File: src/rtl/sram_wr_arb.sv
// Two-requester SRAM write arbiter with a one-word output register; bursts are capped
// at BURST_MAX words when the other side is waiting, and a stalled owner keeps its grant.
module sram_wr_arb #(
  parameter int BURST_MAX = 16,
  parameter int CNT_W     = 5
) (
  input  logic        CLK,
  input  logic        RST,
  input  logic        req0_we,
  input  logic [20:0] req0_addr,
  input  logic [31:0] req0_data,
  output logic        req0_full,
  input  logic        req1_we,
  input  logic [20:0] req1_addr,
  input  logic [31:0] req1_data,
  output logic        req1_full,
  output logic [20:0] data_w_address,
  output logic [31:0] data_w,
  output logic        data_w_we,
  input  logic        data_w_full,
  output logic [1:0]  grant,
  output logic        busy
);

  typedef enum logic [1:0] {
    IDLE = 2'd0,
    G0   = 2'd1,
    G1   = 2'd2
  } state_t;

  state_t           r_state;
  state_t           w_state_nxt;
  logic             r_last;
  logic [CNT_W-1:0] r_bcnt;
  logic [CNT_W-1:0] w_bcnt_nxt;
  logic [CNT_W-1:0] w_bcnt_inc;
  logic             r_ovalid;
  logic [20:0]      r_addr;
  logic [31:0]      r_data;
  logic             w_ready;
  logic             w_acc0;
  logic             w_acc1;
  logic             w_acc;
  logic             w_burst_end;

  assign w_ready     = !r_ovalid || !data_w_full;
  assign w_acc0      = (r_state == G0) && req0_we && w_ready;
  assign w_acc1      = (r_state == G1) && req1_we && w_ready;
  assign w_acc       = w_acc0 || w_acc1;
  assign w_bcnt_inc  = r_bcnt + 1'b1;
  assign w_burst_end = w_acc && (w_bcnt_inc == CNT_W'(BURST_MAX));

  always_comb begin
    w_state_nxt = r_state;
    w_bcnt_nxt  = r_bcnt;
    case (r_state)
      IDLE: begin
        w_bcnt_nxt = '0;
        // r_last high means requester 1 went last, so requester 0 wins a tie
        if (req0_we && req1_we) w_state_nxt = r_last ? G0 : G1;
        else if (req0_we)       w_state_nxt = G0;
        else if (req1_we)       w_state_nxt = G1;
      end
      G0: begin
        if (!req0_we) begin
          w_bcnt_nxt  = '0;
          w_state_nxt = req1_we ? G1 : IDLE;
        end else if (w_burst_end) begin
          w_bcnt_nxt = '0;
          if (req1_we) w_state_nxt = G1;
        end else if (w_acc) begin
          w_bcnt_nxt = w_bcnt_inc;
        end
      end
      G1: begin
        if (!req1_we) begin
          w_bcnt_nxt  = '0;
          w_state_nxt = req0_we ? G0 : IDLE;
        end else if (w_burst_end) begin
          w_bcnt_nxt = '0;
          if (req0_we) w_state_nxt = G0;
        end else if (w_acc) begin
          w_bcnt_nxt = w_bcnt_inc;
        end
      end
      default: begin
        w_state_nxt = IDLE;
        w_bcnt_nxt  = '0;
      end
    endcase
  end

  always_ff @(posedge CLK or negedge RST) begin
    if (!RST) begin
      r_state <= IDLE;
      r_bcnt  <= '0;
      r_last  <= 1'b1;
    end else begin
      r_state <= w_state_nxt;
      r_bcnt  <= w_bcnt_nxt;
      if (w_state_nxt == G0 && r_state != G0)      r_last <= 1'b0;
      else if (w_state_nxt == G1 && r_state != G1) r_last <= 1'b1;
    end
  end

  // Load and drain in the same cycle keeps ovalid set, so back-to-back words have no bubble
  always_ff @(posedge CLK or negedge RST) begin
    if (!RST) begin
      r_ovalid <= 1'b0;
      r_addr   <= '0;
      r_data   <= '0;
    end else if (w_acc) begin
      r_ovalid <= 1'b1;
      r_addr   <= w_acc0 ? req0_addr : req1_addr;
      r_data   <= w_acc0 ? req0_data : req1_data;
    end else if (r_ovalid && !data_w_full) begin
      r_ovalid <= 1'b0;
    end
  end

  assign grant          = {r_state == G1, r_state == G0};
  assign req0_full      = !((r_state == G0) && w_ready);
  assign req1_full      = !((r_state == G1) && w_ready);
  assign data_w_we      = r_ovalid;
  assign data_w_address = r_addr;
  assign data_w         = r_data;
  assign busy           = (r_state != IDLE) || r_ovalid;

endmodule

File: config.mk
export PLATFORM = sky130hd
export DESIGN_NAME = sram_wr_arb
export DESIGN_NICKNAME = d
export VERILOG_FILES = /design/src/rtl/sram_wr_arb.sv
export SDC_FILE = /design/constraint.sdc
export NUM_CORES = 1
export LEC_CHECK = 0
export ABC_CLOCK_PERIOD_IN_PS = 1900
export CAP_MARGIN = 15
export CORE_UTILIZATION = 34
export CTS_CLUSTER_SIZE = 40
export DETAILED_ROUTE_END_ITERATION = 7
export GPL_TIMING_DRIVEN = 0
export PLACE_DENSITY_LB_ADDON = 0.05
export SLEW_MARGIN = 15
export SYNTH_ARGS = -nofsm -noshare
export SYNTH_HDL_FRONTEND = slang
export SYNTH_SLANG_ARGS = --single-unit
File: constraint.sdc
create_clock -name CLK -period 1.9 [get_ports CLK]
set_input_delay 0.285 -clock CLK [delete_from_list [all_inputs] [get_ports CLK]]
set_output_delay 0.285 -clock CLK [all_outputs]
set_load 0.005 [all_outputs]
==> results of run 1 <==
-- cells by family (layout without fill, tap and decap cells) --
group                    after synthesis  count (layout)  synth area share
buffers and inverters                 26             226            0.0354
AO/OA/AOI/OAI                         74              74             0.135
adder cells (fa/ha/maj)                6               6            0.0238
multiplexers                          54              54             0.172
XOR/XNOR                               4               4            0.0111
flip-flops                            62              62             0.493
AND/OR/NAND/NOR                       89              89             0.130
-- sequential cells by signal, indices dropped and copies added (netlist names) --
name / flops
data_w: 32
data_w_address: 21
data_w_we: 1
r_bcnt: 5
r_last: 1
r_state: 2
-- per-stage QoR --
step,setup WS (ns),instances
finish,-0.115,623
global route,-0.199,623
CTS,-0.105,623
detailed placement,-0.350,591
global placement,-1.57,590
floorplan,-0.0471,315
-- cells in the final DEF (no fill, tap or decap), types with 3 or more instances in the layout --
cell type	n
clkdlybuf4s50_1	164
nor2_1	60
dfrtp_1	59
a21oi_1	58
mux2i_1	54
buf_4	18
clkbuf_8	11
nand2_1	10
buf_6	7
buf_2	6
clkbuf_4	6
ha_4	4
nand4_1	3
nand3_1	3
xor2_1	3
clkinvlp_4	3
-- what timing repair did --
action | in CTS | in global routing
hold buffers | 1 | 0
buffers inserted | 15 | 0
pin swaps | 9 | 4
endpoints found under the hold margin | 21 | 0
setup endpoints to repair | 62 | 63
gates resized for setup | 34 | 22
-- worst max-delay path, delay by kind of cell (launching register included) --
kind / cells / cell delay, ns
buffers and inverters: 2 / 0.25
AOI/OAI and AO/OA: 3 / 0.69
DFF: 1 / 0.45
adders and majority gates: 1 / 0.18
and+or+nand+nor: 3 / 0.37
-- power breakdown --
| part | internal, mW | switching, mW |
|---|---|---|
| Combinational | 2.32 | 1.74 |
| Clock | 0.675 | 0.530 |
| Sequential | 1.94 | 0.346 |
-- final cells by class --
class	instances	area, sq um
Fill cell	804	3380
Timing Repair Buffer	184	1810
Multi-Input combinational cell	227	1570
Sequential cell	62	1560
Buffer	21	165
Clock buffer	11	151
Tap cell	108	135
Clock inverter	5	57.6
Inverter	5	21.3
-- routing by layer --
layer | track usage | vias to the layer above | routed length [um]
li1 | - | 1493 | -
met1 | 0.239 | 1438 | 3930
met2 | 0.341 | 120 | 4650
met3 | 0.0515 | 14 | 666
met4 | 0.0746 | 0 | 173
met5 | 0 | - | 0
-- worst paths after layout --
check                                   from                end  slack [ns]  cells past startpoint
setup reg to reg                  r_state[0]             r_last       -0.12                      9
min in group asynchronous                RST         r_state[1]        0.40                      2
max in group asynchronous                RST  data_w_address[9]        0.98                      3
hold / removal                       req1_we          data_w_we        0.33                      3
hold reg to reg            data_w_address[4]  data_w_address[4]        0.53                      2
setup / recovery                  r_state[0]             r_last       -0.12                      9
==> flow_summary.ini, run 1 <==
[floorplanning]
std_cell_rows = 34
pin_count = 170
core_sq_mm = 0.00885
die_x_um = 98.2
initial_core_util = 0.356
die_y_um = 98.2
dieArea_sq_mm = 0.00965

[sta]
fmaxAchievable_ghz = 0.496
rsz0062_at_grt = yes
fin_hold_ws_ns = 0.333
finalSetupViolCount = 1
layout_min_cycle_time_ns = 2.02
hold_viol_final = 0
layout_setup_ws_ns = -0.115
fin_crit_sh = 1.06
tightest_slew_ns = 0.401
clock_skew_ns = 0.0110
final_max_slew_viol_count = 0
finalSetupTns_ns = -0.115
maxSlewHeadroom = 0.729

[worst_setup_path]
worstPathRequired_ns = 2.15
critPathKind = reg -> reg
worstPathCellList = ha_4 > buf_6 > a22o_1 > nand3_2 > nor3_4 > buf_6 > nor4_4 > a2111oi_2 > o32a_1
crit_fanout = 6
crit_top_cell = buf_6
critPathMaxStageDelay_ns = 0.45
endpoint_kind = flop
critPathArrivalTime_ns = 2.27
slowest_stage = dfrtp_2
start_kind = flop

[global_routing]
grt_max_degree = 41
antenna_found_initial = 0
grt_use_total = 0.198
grt_pass1_vias = 3141
grt_pass1_wl_mm = 15.1
grt.overflow.total = 0

[run]
cap_violations = 0

[synthesis]
netlist-cell-type-count = 40
netlist_instances = 315
synth_area_sq_mm = 0.00315
synth_seq_area_share = 0.493
yosysTopAreaCell = dfrtp_1
synth_commonest_cells = 61 x dfrtp_1, 60 x nor2_1, 59 x a21oi_1, 54 x mux2i_1, 11 x buf_2
synth_edf_count = 0
synth.most_common_cell = dfrtp_1
async_reset_ff_frac = 1.00
yosysWarningCount = 0
syn-num-nets = 432
synth_ff_type = dfrtp_1
synth_top_area_frac = 0.485
syn_avg_cell_area_sq_um = 9.99
ys_seq_elements = 62
synth.area.top_cells = dfrtp_1 48%, mux2i_1 17%, a21oi_1 9.4%, nor2_1 7.2%, ha_1 2.4%

[run_status]
violations = DRC, setup timing
outcome = complete, but fails checks

[placed_design]
place_area_sq_mm = 0.00498
routabilityCongestion = 0.836
hpwl_mm = 6.88
port_buffers = 167

[finish]
final_cell_area_sq_mm = 0.00547
area_growth_pct = 73.8
fin_nets = 627
diodes = 0
drive_gt1_frac = 0.144
fin_util = 0.618

[clock_tree]
cts-root-buf = clkbuf_8
cts_tree = built
cts_buffers = 9
htree_levels = 3
clock_latency_ns = 0.34
clkTransAtPathRegs_ns = 0.07
cts.path.max_buffers = 2
numClockSinks = 62

[routing]
drtIter0Drc = 89
detail-route-antenna-nets = 0
routed-via-count = 3065
dr.pass1.iters = 8
wl_per_cell_um = 15.1
totalWireLength_mm = 9.41
drc = 8
routed_via_density = 4.92

[power_and_ir_drop]
power_density_mw_per_mm2 = 1380
total_power_mw = 7.55
p_leak_nw = 2.18
peakVddDrop_uv = 491

[min_path]
hold_path_class = in -> reg
Power figures use the tool's default switching activity.
==> run 2: changes to the inputs <==
- CELL_PAD_IN_SITES_DETAIL_PLACEMENT: unset -> 1
- CELL_PAD_IN_SITES_GLOBAL_PLACEMENT: unset -> 2
- CORE_UTILIZATION: 34 -> 20
==> run 2 against run 1 <==
The flow finishes with violations (setup timing). Routed wire length grew 22%. Sequential power is essentially flat. Non-clock buffer count grew 6. Worst setup slack gained 0.043 ns. Hold slack gained 0.0046 ns. Die area grew 68%. Via count grew 2.0%. Maximum frequency grew 2.2%. Final area grew 4.6%. Register-to-register slack gained 0.04 ns. Total power grew 5.1%. Critical endpoint unchanged. Global-route usage shrank 5.5 points.
==> flow_summary.ini, run 2 (synthesis gave the netlist of run 1 again) <==
[sta]
final_max_slew_viol_count = 0
tightest_slew_ns = 0.570
finalSetupViolCount = 1
fmaxAchievable_ghz = 0.507
maxSlewHeadroom = 0.615
fin_crit_sh = 1.04
rsz0062_at_grt = yes
fin_hold_ws_ns = 0.338
clock_skew_ns = 0.00261
layout_setup_ws_ns = -0.0718
hold_viol_final = 0
layout_min_cycle_time_ns = 1.97

[min_path]
worstHoldEndpoint = data_w_we
hold_path_class = in -> reg
worstHoldPathCells = 3
hold_start = req1_we

[global_routing]
grt_pass1_wl_mm = 17.7
grt.overflow.total = 0
grt_max_degree = 37
grt_pass1_vias = 3192
antenna_found_initial = 0
grt_use_total = 0.144

[run_status]
outcome = complete, but fails checks
violations = setup timing

[worst_setup_path]
worstPathRequired_ns = 2.15
regToRegSetupSlack_ns = -0.07
endpoint_kind = flop
crit_fanout = 7
slowest_stage = o311ai_0
worstPathCellList = inv_4 > ha_4 > a21oi_1 > o311ai_0 > o21bai_4 > a21boi_2 > o32a_1
reg2reg_depth = 7
rr_endpoint = r_last
start_kind = flop
critPathKind = reg -> reg
critPathMaxStageDelay_ns = 0.50
critPathArrivalTime_ns = 2.22
r2r_start = r_state[0]

[clock_tree]
numClockSinks = 62
cts.path.max_buffers = 2
cts_tree = built
clkTransAtPathRegs_ns = 0.05
cts_buffers = 9
cts-root-buf = clkbuf_16
clock_latency_ns = 0.33
htree_levels = 3

[floorplanning]
std_cell_rows = 45
dieArea_sq_mm = 0.0162
pin_count = 170
core_sq_mm = 0.0153
initial_core_util = 0.206
die_y_um = 127
die_x_um = 127

[power_and_ir_drop]
seq_power_share = 0.289
internal-power_mw = 5.21
power.switching_mw = 2.72
power_frac_comb = 0.527
clkPwrFrac = 0.184
peakVddDrop_uv = 526
p_leak_nw = 2.27
p_sw_frac = 0.343
power_density_mw_per_mm2 = 1380

[run]
cap_violations = 0

[finish]
diodes = 0
fin_nets = 633
layout_common_cells = 162 x clkdlybuf4s50_1, 60 x nor2_1, 58 x a21oi_1, 57 x dfrtp_1, 54 x mux2i_1
fill_cells = 1725
final_common_cell = clkdlybuf4s50_1
drive_gt1_frac = 0.154
multi_input_area_sq_mm = 0.00158
area_growth_pct = 81.9
seq_area_sq_mm = 0.00156
largest_register_ffs = 32

[placed_design]
hpwl_mm = 8.40
routabilityCongestion = 0.709
post-place-ws_ns = -0.528
port_buffers = 167

[routing]
wl_per_cell_um = 15.7
dr.pass1.iters = 4
routed-via-count = 3125
drc = 0
totalWireLength_mm = 11.5
drtIter0Drc = 80
routed_via_density = 4.28
detail-route-antenna-nets = 0
## run 2: cell types whose count changed in the layout (fill, tap and decap cells not counted), moves of 3 or more
cell	change
buf_2	-4
buf_4	+11
clkbuf_16	+9
clkbuf_8	-10
dlymetal6s2s_1	+3
clkinvlp_4	-3
## run 2: what timing repair did
action                                  4_1_cts  5_1_grt
endpoints found under the hold margin        25        0
cloned                                        0        0
endpoints found under the setup margin       64       59
hold buffers                                  1        0
pin swaps                                     6        7
gates resized for setup                      50       12
buffers inserted                             14        8
## run 2: worst max-delay path: cells and delay by family, from the launching register on
| family | cells | cell delay, ns |
|---|---|---|
| AOI/OAI and AO/OA | 5 | 1.15 |
| adders and majority gates | 1 | 0.18 |
| buffers and inverters | 1 | 0.11 |
| DFF | 1 | 0.46 |
## run 2: power by group through the flow
stage | Clock (mW) | Sequential [mW] | Combinational (mW)
detailed placement | 0 | 2.31 | 3.80
floorplan | 0 | 2.32 | 1.67
finish | 1.46 | 2.29 | 4.18
global placement | 0 | 2.28 | 3.77
global route | 1.58 | 2.38 | 4.60
CTS | 1.53 | 2.30 | 4.12
## run 2: through the flow
stage	TNS (ns)	instances	util	instance area [sq um]	total power, mW
global route	-3.85	730	0.375	5730	8.56
finish	-0.0718	730	0.375	5730	7.93
global placement	-139.85	693	0.334	5090	6.05
floorplan	-0.0471	315	-	3160	4.00
CTS	-0.105	722	0.369	5620	7.95
detailed placement	-26.26	694	0.335	5110	6.11
## run 2: layer usage
metal  global-route usage  wire (um)  vias up
li1                     -          -     1506
met1                0.176       4950     1504
met2                0.234       5520      105
met3               0.0503        870       10
met4               0.0504        127        0
met5                    0          0        -
## run 2: area by class of cell
cell class | instances | share of cell area
buffer | 20 | 0.0293
clock buffer | 12 | 0.0430
clock inverter | 2 | 0.00175
inverter | 5 | 0.00371
multi-input combinational | 227 | 0.276
sequential | 62 | 0.272
tap | 211 | 0.0461
timing repair buffer | 191 | 0.328
## run 2: worst max path at each step
stage                          to  startpoint  slack [ns]  cells after the start
2_1_floorplan              r_last  r_state[0]       -0.05                      8
3_3_place_gp    data_w_address[5]         RST       -1.90                      1
3_5_place_dp   data_w_address[16]  r_state[0]       -0.53                      8
4_1_cts                    r_last   r_bcnt[0]       -0.09                      8
5_1_grt                    r_last  r_state[1]       -0.16                      9
6_report                   r_last  r_state[0]       -0.07                      7
